## config.mk

```make
export PLATFORM = sky130hd
export DESIGN_NAME = wishbone_interconnect_nport
export DESIGN_NICKNAME = d
export VERILOG_FILES = /design/src/rtl/wb_ic_pkg.sv /design/src/rtl/wb_ic_addr_decode.sv /design/src/rtl/wishbone_interconnect_nport.sv
export SDC_FILE = /design/constraint.sdc
export NUM_CORES = 1
export LEC_CHECK = 0
export CAP_MARGIN = 25
export CORE_ASPECT_RATIO = 0.5
export CORE_UTILIZATION = 29
export DETAILED_ROUTE_END_ITERATION = 10
export GPL_TIMING_DRIVEN = 0
export PLACE_DENSITY = 0.7
export SLEW_MARGIN = 15
export SYNTH_ARGS = -nofsm -noshare
export SYNTH_HDL_FRONTEND = slang
export SYNTH_SLANG_ARGS = --single-unit
```

## constraint.sdc

```tcl
create_clock -name clk -period 1.5 [get_ports clk]
set_input_delay 0.45 -clock clk [delete_from_list [all_inputs] [get_ports clk]]
set_output_delay 0.45 -clock clk [all_outputs]
set_load 0.02 [all_outputs]
```

## src/rtl/wb_ic_pkg.sv

```systemverilog
// Shared types and widths for the N-port Wishbone classic interconnect.
package wb_ic_pkg;

    localparam int unsigned ADR_W       = 32;
    localparam int unsigned DAT_W       = 32;
    localparam int unsigned SEL_MSB_DEF = 31;
    localparam int unsigned SEL_LSB_DEF = 24;

    typedef enum logic [1:0] {
        IDLE = 2'd0,
        BUSY = 2'd1,
        RESP = 2'd2,
        ERR  = 2'd3
    } state_t;

    function automatic int unsigned sel_width(input int unsigned msb, input int unsigned lsb);
        return msb - lsb + 1;
    endfunction

    localparam int unsigned SEL_W = sel_width(SEL_MSB_DEF, SEL_LSB_DEF);

endpackage

```

## src/rtl/wb_ic_addr_decode.sv

```systemverilog
// Combinational slave decoder: select-field index to one-hot slave select plus mapped flag.
module wb_ic_addr_decode
    import wb_ic_pkg::*;
#(
    parameter int unsigned NUM_SLAVES = 4,
    parameter int unsigned IDX_W      = SEL_W
) (
    input  logic [IDX_W-1:0]      idx,
    output logic [NUM_SLAVES-1:0] onehot_c,
    output logic                  valid_c
);

    assign valid_c = (32'(idx) < NUM_SLAVES);

    for (genvar g = 0; g < NUM_SLAVES; g++) begin : g_sel
        assign onehot_c[g] = (32'(idx) == 32'(g));
    end

endmodule

```

## src/rtl/wishbone_interconnect_nport.sv

```systemverilog
// One-master, NUM_SLAVES-slave Wishbone classic interconnect with registered request path.
// Optional bus timeout is enabled by defining WB_IC_TIMEOUT_EN.
module wishbone_interconnect_nport
    import wb_ic_pkg::*;
#(
    parameter int unsigned           NUM_SLAVES     = 4,
    parameter int unsigned           SEL_MSB        = SEL_MSB_DEF,
    parameter int unsigned           SEL_LSB        = SEL_LSB_DEF,
    parameter logic [NUM_SLAVES-1:0] INT_MASK       = {NUM_SLAVES{1'b1}},
    parameter int unsigned           TIMEOUT_CYCLES = 255
) (
    input  logic                        clk,
    input  logic                        rst,
    input  logic                        m_we_i,
    input  logic                        m_cyc_i,
    input  logic                        m_stb_i,
    input  logic [ADR_W-1:0]            m_adr_i,
    input  logic [DAT_W-1:0]            m_dat_i,
    output logic [DAT_W-1:0]            m_dat_o,
    output logic                        m_ack_o,
    output logic                        m_err_o,
    output logic                        m_int_o,
    output logic [NUM_SLAVES-1:0]       m_int_vec_o,
    output logic [NUM_SLAVES-1:0]       s_we_o,
    output logic [NUM_SLAVES-1:0]       s_cyc_o,
    output logic [NUM_SLAVES-1:0]       s_stb_o,
    output logic [ADR_W*NUM_SLAVES-1:0] s_adr_o,
    output logic [DAT_W*NUM_SLAVES-1:0] s_dat_o,
    input  logic [DAT_W*NUM_SLAVES-1:0] s_dat_i,
    input  logic [NUM_SLAVES-1:0]       s_ack_i,
    input  logic [NUM_SLAVES-1:0]       s_int_i
);

    localparam int unsigned     IDX_W    = sel_width(SEL_MSB, SEL_LSB);
    localparam logic [ADR_W-1:0] SEL_MASK = ADR_W'(((64'd1 << IDX_W) - 64'd1) << SEL_LSB);

    state_t                  state_q, state_d;
    logic [NUM_SLAVES-1:0]   sel_q, sel_d;
    logic [ADR_W-1:0]        adr_q, adr_d;
    logic [DAT_W-1:0]        dat_q, dat_d;
    logic                    we_q, we_d;
    logic [DAT_W-1:0]        rdat_d;
    logic                    ack_d, err_d, drive_d;

    logic [NUM_SLAVES-1:0]       dec_onehot;
    logic                        dec_valid;
    logic                        ack_hit;
    logic [DAT_W-1:0]            rdat_sel;
    logic [DAT_W*NUM_SLAVES-1:0] rdat_masked;
    logic [NUM_SLAVES-1:0]       s_cyc_d, s_we_d;
    logic [ADR_W*NUM_SLAVES-1:0] s_adr_d;
    logic [DAT_W*NUM_SLAVES-1:0] s_dat_d;

`ifdef WB_IC_TIMEOUT_EN
    localparam int unsigned      CNT_W    = $clog2(TIMEOUT_CYCLES + 1);
    localparam logic [CNT_W-1:0] CNT_LAST = CNT_W'(TIMEOUT_CYCLES - 1);
    logic [CNT_W-1:0]            cnt_q, cnt_d;
`endif

    wb_ic_addr_decode #(
        .NUM_SLAVES (NUM_SLAVES),
        .IDX_W      (IDX_W)
    ) u_decode (
        .idx      (m_adr_i[SEL_MSB:SEL_LSB]),
        .onehot_c (dec_onehot),
        .valid_c  (dec_valid)
    );

    // Only the selected slave's ack and read data are visible to the FSM.
    assign ack_hit = |(s_ack_i & sel_q);

    for (genvar g = 0; g < NUM_SLAVES; g++) begin : g_slice
        assign rdat_masked[DAT_W*g +: DAT_W] = s_dat_i[DAT_W*g +: DAT_W] & {DAT_W{sel_q[g]}};
        assign s_cyc_d[g]                    = drive_d & sel_d[g];
        assign s_we_d[g]                     = drive_d & sel_d[g] & we_d;
        assign s_adr_d[ADR_W*g +: ADR_W]     = s_cyc_d[g] ? adr_d : '0;
        assign s_dat_d[DAT_W*g +: DAT_W]     = s_cyc_d[g] ? dat_d : '0;
    end

    always_comb begin
        rdat_sel = '0;
        for (int unsigned i = 0; i < NUM_SLAVES; i++) begin
            rdat_sel = rdat_sel | rdat_masked[DAT_W*i +: DAT_W];
        end
    end

    // Next-state and next-output logic; registered outputs follow the next state.
    always_comb begin
        state_d = state_q;
        sel_d   = sel_q;
        adr_d   = adr_q;
        dat_d   = dat_q;
        we_d    = we_q;
        rdat_d  = m_dat_o;
        ack_d   = 1'b0;
        err_d   = 1'b0;
        drive_d = 1'b0;
`ifdef WB_IC_TIMEOUT_EN
        cnt_d   = cnt_q;
`endif
        unique case (state_q)
            IDLE: begin
                // Skip the cycle where the master still sees the previous ack/err.
                if (m_cyc_i && m_stb_i && !m_ack_o && !m_err_o) begin
                    sel_d = dec_onehot;
                    adr_d = m_adr_i & ~SEL_MASK;
                    dat_d = m_dat_i;
                    we_d  = m_we_i;
                    if (dec_valid) begin
                        state_d = BUSY;
                        drive_d = 1'b1;
`ifdef WB_IC_TIMEOUT_EN
                        cnt_d   = '0;
`endif
                    end else begin
                        state_d = ERR;
                    end
                end
            end
            BUSY: begin
                if (!(m_cyc_i && m_stb_i)) begin
                    state_d = IDLE;
                end else if (ack_hit) begin
                    state_d = RESP;
                    rdat_d  = rdat_sel;
                end
`ifdef WB_IC_TIMEOUT_EN
                else if (cnt_q == CNT_LAST) begin
                    state_d = ERR;
                end
`endif
                else begin
                    drive_d = 1'b1;
`ifdef WB_IC_TIMEOUT_EN
                    cnt_d   = cnt_q + CNT_W'(1);
`endif
                end
            end
            RESP: begin
                state_d = IDLE;
                ack_d   = 1'b1;
            end
            ERR: begin
                state_d = IDLE;
                err_d   = 1'b1;
                rdat_d  = '0;
            end
            default: state_d = IDLE;
        endcase
    end

    always_ff @(posedge clk or negedge rst) begin
        if (!rst) begin
            state_q     <= IDLE;
            sel_q       <= '0;
            adr_q       <= '0;
            dat_q       <= '0;
            we_q        <= 1'b0;
            m_dat_o     <= '0;
            m_ack_o     <= 1'b0;
            m_err_o     <= 1'b0;
            m_int_o     <= 1'b0;
            m_int_vec_o <= '0;
            s_we_o      <= '0;
            s_cyc_o     <= '0;
            s_stb_o     <= '0;
            s_adr_o     <= '0;
            s_dat_o     <= '0;
        end else begin
            state_q     <= state_d;
            sel_q       <= sel_d;
            adr_q       <= adr_d;
            dat_q       <= dat_d;
            we_q        <= we_d;
            m_dat_o     <= rdat_d;
            m_ack_o     <= ack_d;
            m_err_o     <= err_d;
            m_int_o     <= |(s_int_i & INT_MASK);
            m_int_vec_o <= s_int_i;
            s_we_o      <= s_we_d;
            s_cyc_o     <= s_cyc_d;
            s_stb_o     <= s_cyc_d;
            s_adr_o     <= s_adr_d;
            s_dat_o     <= s_dat_d;
        end
    end

`ifdef WB_IC_TIMEOUT_EN
    always_ff @(posedge clk or negedge rst) begin
        if (!rst) begin
            cnt_q <= '0;
        end else begin
            cnt_q <= cnt_d;
        end
    end
`endif

endmodule
```

==> results of run 1 <==
## kinds of logic after synthesis
group	after synthesis	share of synthesized area
buffers and inverters	149	0.0594
DFF	374	0.710
AOI/OAI and AO/OA	109	0.0725
muxes	57	0.0433
and+or+nand+nor	298	0.115
## placed cells by master, fill, tap and decap left out, types with 8 or more instances in the layout
master / netlist / layout
dfrtp_1: 374 / 372
dlygate4sd2_1: 0 / 304
clkdlybuf4s50_1: 0 / 197
nor3_2: 0 / 130
nor3_4: 1 / 80
clkbuf_16: 0 / 68
mux2i_4: 0 / 55
inv_1: 62 / 53
buf_12: 0 / 41
buf_6: 21 / 35
buf_4: 10 / 33
nor2_1: 40 / 32
a22o_1: 34 / 32
a221oi_1: 32 / 23
o2bb2ai_2: 0 / 21
nor3_1: 228 / 19
buf_16: 0 / 14
buf_8: 0 / 13
clkbuf_8: 0 / 12
o2bb2ai_1: 32 / 11
and2_1: 10 / 10
diode_2: 0 / 9
inv_2: 0 / 9
a221oi_2: 0 / 8
## worst max-delay path: stages (launching register included)
cell and delay, ns:
dfrtp_1 0.38, nand4bb_4 0.26, nand2b_4 0.23, buf_16 0.19, a2bb2oi_4 0.22, buf_12 0.16
buf_8 0.12, clkbuf_16 0.16, nor3_4 0.04
## worst min path at each step
stage,start,end,slack (ns)
after floorplan,rst,adr_q[0]$_DFF_PN0_,0.15
after global placement,adr_q[24]$_DFF_PN0_,adr_q[24]$_DFF_PN0_,0.47
after detailed placement,rst,s_adr_o[118]$_DFF_PN0_,0.37
after CTS,rst,s_adr_o[118]$_DFF_PN0_,-0.22
after global routing,rst,s_adr_o[118]$_DFF_PN0_,-0.21
final,rst,s_adr_o[118]$_DFF_PN0_,-0.22
## power groups by stage
stage               sequential [mW]  combinational (mW)  clock, mW
floorplan                      11.3                2.13          0
global placement               11.3                3.73          0
detailed placement             11.3                3.84          0
CTS                            11.5                6.44       10.5
global route                   11.7                8.40       11.0
finish                         11.6                8.00       10.4
## registers in the layout (all words and copies together) (netlist names)
| register | count |
|---|---|
| adr_q | 32 |
| dat_q | 32 |
| m_ack_o | 1 |
| m_dat_o | 32 |
| m_err_o | 1 |
| m_int_o | 1 |
| m_int_vec_o | 4 |
| s_adr_o | 128 |
| s_dat_o | 128 |
| s_stb_o | 4 |
| s_we_o | 4 |
| sel_q | 4 |
| state_q | 2 |
| we_q | 1 |
## through the flow
stage          power [mW]  std cells  TNS (ns)  cell area, um2  setup slack (ns)
2_1_floorplan        13.4        987    -83.45           13200            -0.274
5_1_grt              31.0       2256   -190.40           25000            -0.424
4_1_cts              28.4       2217   -155.46           23700            -0.337
3_3_place_gp         15.1       2086  -6506.66           19000            -17.71
6_report             30.0       2256   -158.31           25000            -0.382
3_5_place_dp         15.2       2090   -445.88           19200             -1.52
## cell type report
cell class | count | share of cell area
plain buffers | 84 | 0.0549
multi-input cells | 464 | 0.224
inverters | 62 | 0.00931
clock buffers | 48 | 0.0415
flip-flops and latches | 374 | 0.375
repair buffers | 609 | 0.253
clock inverters | 18 | 0.0127
diodes | 9 | 0.000901
well taps | 588 | 0.0294
## per-layer routing
metal	routed length (um)	vias up	part of all wire	GRT usage
met3	2470	207	0.043	0.0321
met5	0	-	0	0
met2	30500	479	0.53	0.403
met1	20800	5866	0.36	0.263
met4	3930	0	0.068	0.138
li1	-	4787	-	-
## what timing repair did
item                       in CTS  in global routing
gates cloned                   19                 15
buffers inserted               44                 17
setup endpoints to repair     674                673
pin swaps                      85                 47
hold endpoints to repair       38                 38
resized for setup             880                167
==> reports/results.txt, run 1 <==
failing checks: negative hold slack, negative setup slack
Final period util: 1.25
chip height: 153 um
DPL Wire Length: 35800 um
outcome: complete, but fails checks
first-pass GRT wire length: 78200 um
switching power total: 9.41 mW
yosys warns: 0
Post-Route WL: 57800 um
GRT Total Usage: 0.229
GR Overflow Total: 0
Slew @ Worst Pin: 0.774 ns
switching part of the total: 0.314
htree depth: 2
Starting Density: 0.298
type of the worst setup path: reg2reg
drt drc: 0
r2r setup slk: -0.38 ns
register area share after synthesis: 0.710
Reg power frac: 0.386
largest net degree at the start of global routing: 100
Crit Reg-Reg Endpoint: s_adr_o[69]$_DFF_PN0_
RSZ-0062 raised after global routing: yes
Die W: 304 um
Final nets: 1836
Pleak: 12.5 nW
area occupied by multi-input gates: 5610 um2
worst reg2reg path depth: 8
ys async rst share: 1.00
CTS tree: built
internal power: 20.6 mW
average wire per cell in the routed design: 25.6 um
clock skew: 0.0312 ns
# clock sinks: 374
Post-Route Utilization: 0.566
Clock Power Share: 0.348
Yosys top cell area share: 0.710
most frequent cell after synthesis: dfrtp_1
share of cells above drive strength 1: 0.350
vias per inst: 5.03
register area: 9360 um2
crit start category: flop
Fmax: 531 MHz
CP endpoint kind: flop
Reg-to-Reg Start: m_ack_o$_DFF_PN0_
Post-synth top flop: dfrtp_1
full die area: 46400 um2
Filler Cell Count: 3356
worst hold slack: -0.217 ns
CP endpoint: s_adr_o[69]$_DFF_PN0_
CP Data Arrival Time: 2.29 ns
Final ANT Viol Nets: 0
CTS Buf Count: 36
final worst-path setup slack: -0.382 ns
slew margin rel.: 0.484
CORE AREA: 44200 um2
PortBufs: 511
Critical Path RT: 1.90 ns
CTS Root Cell: clkbuf_16
Cells after Synth: 987
minimum clock period: 1.88 ns
combinational power share: 0.266
number of global-route vias before repair: 11647
fin. max-slew vios: 0
Clock Path Buffers: 3
CP Launch Point: m_ack_o$_DFF_PN0_
final number of hold-violating endpoints: 38
FP Rows: 54
maximum vdd drop: 723 uV
Post-synth EDFFs: 0
PwrDens: 1200 nW/um2
Mapped Nets: 1192
Final setup viols: 673
Post-synth top cells: dfrtp_1, nor3_1, inv_1
I/O Pins: 512
crit path max fanout: 6
post-synth top area cell: dfrtp_1
Clock Latency Late Sink: 0.55 ns
initial antenna violation count: 9
hold crit path type: in2async
synthesized flop and latch total: 374
mapped cell area: 13200 um2
GPL Wtd Cong: 0.848
DRT Pass-1 Iters: 5
via count: 11339
Area contributors post-synth: dfrtp_1, nor3_1, mux2i_1
Layout Area Growth over Synthesis: 89.6%
max-cap violations: 0
Distinct cells, synth: 33
DRT iter0 DRCs: 898
Mapped Avg Cell Area: 13.4 um2
clock slew at reported path FFs: 0.07 ns
Power figures use the tool's default switching activity.
==> run 2: changes to the inputs <==
--- a/config.mk
+++ b/config.mk
@@ -9,6 +9,7 @@
 export CORE_ASPECT_RATIO = 0.5
 export CORE_UTILIZATION = 29
 export DETAILED_ROUTE_END_ITERATION = 10
+export GPL_ROUTABILITY_DRIVEN = 0
 export GPL_TIMING_DRIVEN = 0
 export PLACE_DENSITY = 0.7
 export SLEW_MARGIN = 15
==> results of run 2 <==
No change in the layout: final DEF, timing and power equal those of run 1.
